### src/rtl/timer_pkg.sv
// rtl/timer_pkg.sv - mode encodings and register layout shared by the timer bank
package timer_pkg;

  typedef enum logic [1:0] {
    MODE_ONESHOT = 2'd0,
    MODE_RELOAD  = 2'd1,
    MODE_PWM     = 2'd2,
    MODE_SQUARE  = 2'd3
  } mode_e;

  localparam logic [1:0] REG_CTRL   = 2'd0;
  localparam logic [1:0] REG_LOAD   = 2'd1;
  localparam logic [1:0] REG_CMP    = 2'd2;
  localparam logic [1:0] REG_COUNT  = 2'd3;
  localparam logic [1:0] REG_STATUS = 2'd0;

  localparam logic [2:0] GLOBAL_CHAN = 3'd7;

  localparam int CTRL_EN_BIT     = 0;
  localparam int CTRL_MODE_LSB   = 1;
  localparam int CTRL_IRQ_EN_BIT = 3;
  localparam int CTRL_PSC_LSB    = 8;

endpackage

### src/rtl/timer_bank_if.sv
// rtl/timer_bank_if.sv - peripheral register port of the timer bank
interface timer_bank_if;
  logic        we;
  logic [4:0]  addr;
  logic [31:0] wdata;
  logic [31:0] rdata;

  modport master (output we, addr, wdata, input rdata);
  modport slave  (input we, addr, wdata, output rdata);
endinterface

### src/rtl/timer_channel.sv
// rtl/timer_channel.sv - one down-counter with prescaler, mode logic and output
module timer_channel
  import timer_pkg::*;
#(
  parameter int CNT_W = 32,
  parameter int PSC_W = 8
) (
  input  logic        clk,
  input  logic        rst,
  input  logic        we,
  input  logic [1:0]  reg_sel,
  input  logic [31:0] wdata,
  output logic [31:0] rdata,
  output logic        term,
  output logic        irq_en,
  output logic        cnt_out
);

  logic             en;
  mode_e            mode;
  logic [PSC_W-1:0] psc;
  logic [PSC_W-1:0] psc_cnt;
  logic [CNT_W-1:0] load;
  logic [CNT_W-1:0] cmp;
  logic [CNT_W-1:0] count;
  logic             pulse;
  logic             sq;

  logic             ctrl_we;
  logic             load_we;
  logic             cmp_we;
  logic             tick;
  logic [CNT_W-1:0] reload_val;
  logic             unused_wdata;

  assign ctrl_we = we && (reg_sel == REG_CTRL);
  assign load_we = we && (reg_sel == REG_LOAD);
  assign cmp_we  = we && (reg_sel == REG_CMP);
  assign tick    = en && (psc_cnt == psc);
  // A CTRL write in the same cycle swallows the tick entirely.
  assign term    = tick && (count == '0) && !ctrl_we;
  assign reload_val = load_we ? wdata[CNT_W-1:0] : load;
  assign unused_wdata = ^wdata;

  always_ff @(posedge clk) begin
    if (rst) begin
      en      <= 1'b0;
      mode    <= MODE_ONESHOT;
      irq_en  <= 1'b0;
      psc     <= '0;
      psc_cnt <= '0;
      load    <= '0;
      cmp     <= '0;
      count   <= '0;
      pulse   <= 1'b0;
      sq      <= 1'b0;
    end else begin
      pulse <= 1'b0;
      if (load_we) load <= wdata[CNT_W-1:0];
      if (cmp_we)  cmp  <= wdata[CNT_W-1:0];
      if (ctrl_we) begin
        en      <= wdata[CTRL_EN_BIT];
        mode    <= mode_e'(wdata[CTRL_MODE_LSB +: 2]);
        irq_en  <= wdata[CTRL_IRQ_EN_BIT];
        psc     <= wdata[CTRL_PSC_LSB +: PSC_W];
        psc_cnt <= '0;
        sq      <= 1'b0;
        if (!en && wdata[CTRL_EN_BIT]) count <= load;
      end else if (en) begin
        psc_cnt <= tick ? '0 : psc_cnt + PSC_W'(1);
        if (tick) begin
          if (count != '0) begin
            count <= count - CNT_W'(1);
          end else begin
            // One-shot parks at zero and disables; the others reload.
            if (mode == MODE_ONESHOT) en <= 1'b0;
            else                      count <= reload_val;
            if (mode == MODE_ONESHOT || mode == MODE_RELOAD) pulse <= 1'b1;
            if (mode == MODE_SQUARE) sq <= ~sq;
          end
        end
      end else begin
        psc_cnt <= '0;
        sq      <= 1'b0;
      end
    end
  end

  always_comb begin
    cnt_out = 1'b0;
    case (mode)
      MODE_ONESHOT, MODE_RELOAD: cnt_out = pulse;
      MODE_PWM:                  cnt_out = en && (count < cmp);
      MODE_SQUARE:               cnt_out = en && sq;
      default:                   cnt_out = 1'b0;
    endcase
  end

  always_comb begin
    rdata = '0;
    case (reg_sel)
      REG_CTRL: begin
        rdata[CTRL_EN_BIT]               = en;
        rdata[CTRL_MODE_LSB +: 2]        = mode;
        rdata[CTRL_IRQ_EN_BIT]           = irq_en;
        rdata[CTRL_PSC_LSB +: PSC_W]     = psc;
      end
      REG_LOAD:  rdata[CNT_W-1:0] = load;
      REG_CMP:   rdata[CNT_W-1:0] = cmp;
      REG_COUNT: rdata[CNT_W-1:0] = count;
      default:   rdata = '0;
    endcase
  end

endmodule

### src/rtl/timer_bank.sv
// rtl/timer_bank.sv - multi-channel timer bank: decode, STATUS, read mux and irq
module timer_bank
  import timer_pkg::*;
#(
  parameter int NUM_CH = 3,
  parameter int CNT_W  = 32,
  parameter int PSC_W  = 8
) (
  input  logic              clk,
  input  logic              rst,
  timer_bank_if.slave       bus,
  output logic [NUM_CH-1:0] cnt_out,
  output logic              irq
);

  logic [2:0]        chan;
  logic [1:0]        rsel;
  logic [NUM_CH-1:0] term;
  logic [NUM_CH-1:0] irq_en;
  logic [NUM_CH-1:0] status;
  logic [NUM_CH-1:0] status_clr;
  logic [31:0]       ch_rdata [NUM_CH];

  assign chan = bus.addr[4:2];
  assign rsel = bus.addr[1:0];

  for (genvar g = 0; g < NUM_CH; g++) begin : g_ch
    timer_channel #(
      .CNT_W (CNT_W),
      .PSC_W (PSC_W)
    ) u_ch (
      .clk     (clk),
      .rst     (rst),
      .we      (bus.we && (chan == 3'(g))),
      .reg_sel (rsel),
      .wdata   (bus.wdata),
      .rdata   (ch_rdata[g]),
      .term    (term[g]),
      .irq_en  (irq_en[g]),
      .cnt_out (cnt_out[g])
    );
  end

  assign status_clr = (bus.we && chan == GLOBAL_CHAN && rsel == REG_STATUS)
                    ? bus.wdata[NUM_CH-1:0] : '0;

  // New terminal events override a simultaneous write-1-clear.
  always_ff @(posedge clk) begin
    if (rst) status <= '0;
    else     status <= (status & ~status_clr) | term;
  end

  assign irq = |(status & irq_en);

  always_comb begin
    bus.rdata = '0;
    if (chan == GLOBAL_CHAN) begin
      if (rsel == REG_STATUS) bus.rdata[NUM_CH-1:0] = status;
    end else begin
      for (int i = 0; i < NUM_CH; i++) begin
        if (chan == 3'(i)) bus.rdata = ch_rdata[i];
      end
    end
  end

endmodule

### src/flat_wrapper.sv
// flat-port wrapper written by rule: the top's interface ports become plain ports
module timer_bank_flat import timer_pkg::*;
#(
  parameter int NUM_CH = 3,
  parameter int CNT_W  = 32,
  parameter int PSC_W  = 8
)
  (clk, rst, cnt_out, irq, bus_we, bus_addr, bus_wdata, bus_rdata);
  timer_bank_if bus_i ();
  input  logic clk;
  input  logic rst;
  output logic [NUM_CH-1:0] cnt_out;
  output logic irq;
  input wire logic [$bits(bus_i.we)-1:0] bus_we;
  input wire logic [$bits(bus_i.addr)-1:0] bus_addr;
  input wire logic [$bits(bus_i.wdata)-1:0] bus_wdata;
  output wire logic [$bits(bus_i.rdata)-1:0] bus_rdata;
  assign bus_i.we = bus_we;
  assign bus_i.addr = bus_addr;
  assign bus_i.wdata = bus_wdata;
  assign bus_rdata = bus_i.rdata;
  timer_bank #(.NUM_CH(NUM_CH), .CNT_W(CNT_W), .PSC_W(PSC_W)) u_core (.clk(clk), .rst(rst), .bus(bus_i), .cnt_out(cnt_out), .irq(irq));
endmodule
### config.mk
export PLATFORM = sky130hd
export DESIGN_NAME = timer_bank_flat
export DESIGN_NICKNAME = d
export VERILOG_FILES = /design/src/rtl/timer_pkg.sv /design/src/rtl/timer_bank_if.sv /design/src/rtl/timer_channel.sv /design/src/rtl/timer_bank.sv /design/src/flat_wrapper.sv
export SDC_FILE = /design/constraint.sdc
export NUM_CORES = 1
export LEC_CHECK = 0
export ABC_CLOCK_PERIOD_IN_PS = 3950
export BUFFER_PORTS_ARGS = -buffer_cell sky130_fd_sc_hd__buf_2
export CELL_PAD_IN_SITES_DETAIL_PLACEMENT = 1
export CELL_PAD_IN_SITES_GLOBAL_PLACEMENT = 1
export CORE_ASPECT_RATIO = 1.2
export CORE_UTILIZATION = 48
export DETAILED_ROUTE_END_ITERATION = 10
export PLACE_DENSITY_LB_ADDON = 0.08
export SETUP_SLACK_MARGIN = 0.5
export SYNTH_ARGS = -nofsm -noshare
export SYNTH_HDL_FRONTEND = slang
export SYNTH_HIERARCHICAL = 1
export SYNTH_SLANG_ARGS = --single-unit
### constraint.sdc
create_clock -name clk -period 3.95 [get_ports clk]
set_input_delay 0.1975 -clock clk [delete_from_list [all_inputs] [get_ports clk]]
set_output_delay 0.1975 -clock clk [all_outputs]
set_load 0.05 [all_outputs]
==> flow_summary.yaml <==
logic_synthesis:
  yosysUniqueCellTypes: 87
  synth-simple-area-share_pct: 23.2
  yosysWarnings: 6
  synthCells: 2781
  syn_area_per_cell_um2: 8.01
  synth-adder-area-share_pct: 5.73
  synth_edf_count: 0
  async_flop_share_pct: 0
  ys_seq_area_share_pct: 32.1
  synthesis.area_um2: 22300
  synth.mux.area_fraction_pct: 8.92
  syn_nets: 2923
  ys_ff_latch: 357
  synth-xor-area-share_pct: 3.77
  dominantRegCellSynth: "dfxtp_1"
  synth_compound_area_share_pct: 20.4
  synth_top_family_by_area: "simple AND/OR/NAND/NOR gates"
grt:
  gr-total-overflow: 0
  grt_use_total_pct: 39.8
  grt_max_degree: 133
  antenna_found_initial: 4
  grt_pass1_vias: 23200
  grt_first_pass_wirelength_mm: 142
hold_path:
  hp-class: "primary input to flop"
cts:
  cts-root-buf: "clkbuf_16"
  post_cts_buffers: 0
  ctsLongestPathBuffers: 3
  htreeDepth: 2
  path_clk_slew_ps: 60
  cts_tree: "built"
  clk-insertion-delay-late_ps: 580
  cts_made_buffers: 42
  clock-sinks: 357
floorplanning:
  die_h_um: 238
  ios: 76
  die-area_um2: 47300
  core.rowCount: 86
  core_area_um2: 45800
  die_x_um: 199
  initial_utilization_pct: 48.6
sta:
  hold_viol: 0
  setup-violations-final: 0
  slew_viol_final: 0
  final.setup.tns_ps: 0
  rsz0062_at_grt: "no"
  fin_skew_ps: 15.1
  worst_slew_pin_slew_ps: 1030
  slew_headroom_pct: 31.3
  finalCritPeriodShare_pct: 86.5
  fmax_ghz: 0.293
  fin_crit_ps: 3420
setup_path:
  crit_buf_inv: 1
  crit_path_start_kind: "flop"
  worst-setup-path-type: "flop to output port"
  critPathRequiredTime_ps: 3750
  crit_slowest_cell: "nor3_1"
  cp_max_fo: 6
  crit_arrival_ps: 3220
  worst_setup_path_end_kind: "output port"
  crit_family: "simple AND/OR/NAND/NOR gates"
  max_stage_delay_ps: 630
  path_cells: "ha_1 -> nand4_1 -> nor3_1 -> o211ai_1 -> a31oi_1 -> o21ai_0 -> buf_2"
route:
  first_pass_iters: 5
  drt-met1-wl_mm: 37.7
  route.detailed.drc: 0
  top_layer_used: "met5"
  drt-total-wl_mm: 94.6
  vias_per_cell: 6.49
  first_iter_violations: 1743
  ant_nets: 0
  wl_per_cell_um: 27.4
  num_vias: 22400
  dr_wl_met3_mm: 5.60
  routed-wl-met2_mm: 45.4
final_layout:
  fin_cells: 3448
  drive_above_1_share_pct: 14.0
  layout.nets: 2939
  nFillCells: 5631
  syn_to_final_growth_pct: 11.9
place:
  dp_hpwl_mm: 66.5
  place_congestion: 0.977
  portBuffers: 75
  dp_cells: 3361
outcome:
  status: "complete, no violations"
pwr:
  power.density_nw_per_um2: 365
  ir_drop_mv: 0.337
  report.power.total_mw: 9.10
  p_leak_nw: 9.52
run:
  drv_cap: 0
-- cell usage in the layout (no fill, tap or decap), drive strengths merged, types with 13 or more instances in the layout --
cell     synthesis  routed
nand2          542     542
a311oi          14      14
or4             14      14
a2bb2oi         31      31
nor3b           13      13
a221oi          16      16
o22ai           38      38
xnor2           34      34
nand3           46      46
o21ai           57      57
or3             24      24
nor3            68      68
mux4            36      36
o31ai           15      15
dfxtp          357     357
o32ai           24      24
nand3b          14      14
a211oi          32      32
clkbuf         134      65
and3            17      17
a22o            60      60
buf             60     158
inv            121     123
nor2b           14      14
a21oi          271     271
o211ai          15      15
ha             102     102
xor2            62      62
a21o            23      23
nand4           35      35
nor4            42      42
mux2            63      63
mux2i           46      46
nor2           193     193
nand2b          15      15
o221ai          23      23
-- kinds of logic after synthesis --
logic type | count (synthesis)
adder cells (fa/ha/maj) | 102
AO/OA/AOI/OAI | 681
buffers and inverters | 315
AND/OR/NAND/NOR | 1085
XOR/XNOR | 96
multiplexers | 145
flip-flops | 357
-- tightest hold or removal path, stage by stage --
cell	delay, ps
buf_2	210
nand2_1	100
a21oi_1	60
-- final timing paths --
path                                                            startpoint                                         end  slack, ps  cells past startpoint
worst max-delay path            u_core/g_ch[2].u_ch/count[15]$_SDFFE_PP0P_                                  cnt_out[2]        530                      7
worst min-delay path                                         bus_wdata[31]    u_core/g_ch[1].u_ch/cmp[31]$_SDFFE_PP0P_         30                      3
worst max register to register     u_core/g_ch[1].u_ch/psc[6]$_SDFFE_PP0P_  u_core/g_ch[1].u_ch/count[11]$_SDFFE_PP0P_        590                      7
worst min register to register      u_core/g_ch[2].u_ch/load[6]$_SDFF_PP0_      u_core/g_ch[2].u_ch/load[6]$_SDFF_PP0_        470                      2
-- flip-flops by register name, summed over array words and instances, names as in the netlist --
name	flops
u_core/g_ch.u_ch/count	96
u_core/g_ch.u_ch/mode	6
u_core/g_ch.u_ch/en	3
u_core/g_ch.u_ch/psc	24
u_core/g_ch.u_ch/load	96
u_core/status	3
u_core/g_ch.u_ch/sq	3
u_core/g_ch.u_ch/psc_cnt	24
u_core/g_ch.u_ch/cmp	96
u_core/g_ch.u_ch/irq_en	3
u_core/g_ch.u_ch/pulse	3
-- power breakdown --
part	switching, mW	internal, mW
Sequential	0.0278	3.62
Clock	1.67	2.65
Combinational	0.787	0.345
-- through the flow --
| stage | util (%) | worst slack (ps) | instance area (µm²) | hold WS, ps |
|---|---|---|---|---|
| after floorplan | - | 1130 | 22300 | 270 |
| after global placement | 50.9 | 537 | 23300 | 454 |
| after detailed placement | 50.9 | 511 | 23300 | 463 |
| after CTS | 54.4 | 576 | 24900 | 5.14 |
| after global routing | 54.4 | 522 | 24900 | 28.3 |
| final | 54.4 | 532 | 24900 | 28.8 |
-- area by class of cell --
type / count / area (µm²) / area share (%)
clock inverter: 11 / 213 / 0.853
clock buffer: 65 / 1300 / 5.21
sequential: 357 / 7150 / 28.7
tap: 616 / 771 / 3.09
multi-input combinational: 2109 / 13900 / 55.7
antenna: 3 / 7.51 / 0.0301
inverter: 121 / 454 / 1.82
timing repair buffer: 166 / 1140 / 4.59
-- routing by layer --
metal	track usage, %	up-vias
li1	-	10000
met1	47.3	11200
met3	6.12	279
met4	23.5	4
met2	67.3	873
met5	0	-
-- repair_timing --
item / in CTS / in global routing
resized for setup: 2 / 0
hold buffers: 8 / 0
hold endpoints to repair: 22 / 0
setup endpoints to repair: 2 / 0
-- cells in the mapped netlist, drive strengths merged (57+ instances only) --
library cell,count,area share (%)
clkbuf,134,2.3
inv,121,2.0
dfxtp,357,32
buf,60,1.6
nand2,542,9.2
a22o,60,2.4
mux2,63,3.2
ha,102,5.7
nor2,193,3.3
a21oi,271,6.1
nor3,68,1.6
o21ai,57,1.3
xor2,62,2.4
No activity file was read; power rests on OpenSTA's default activity.
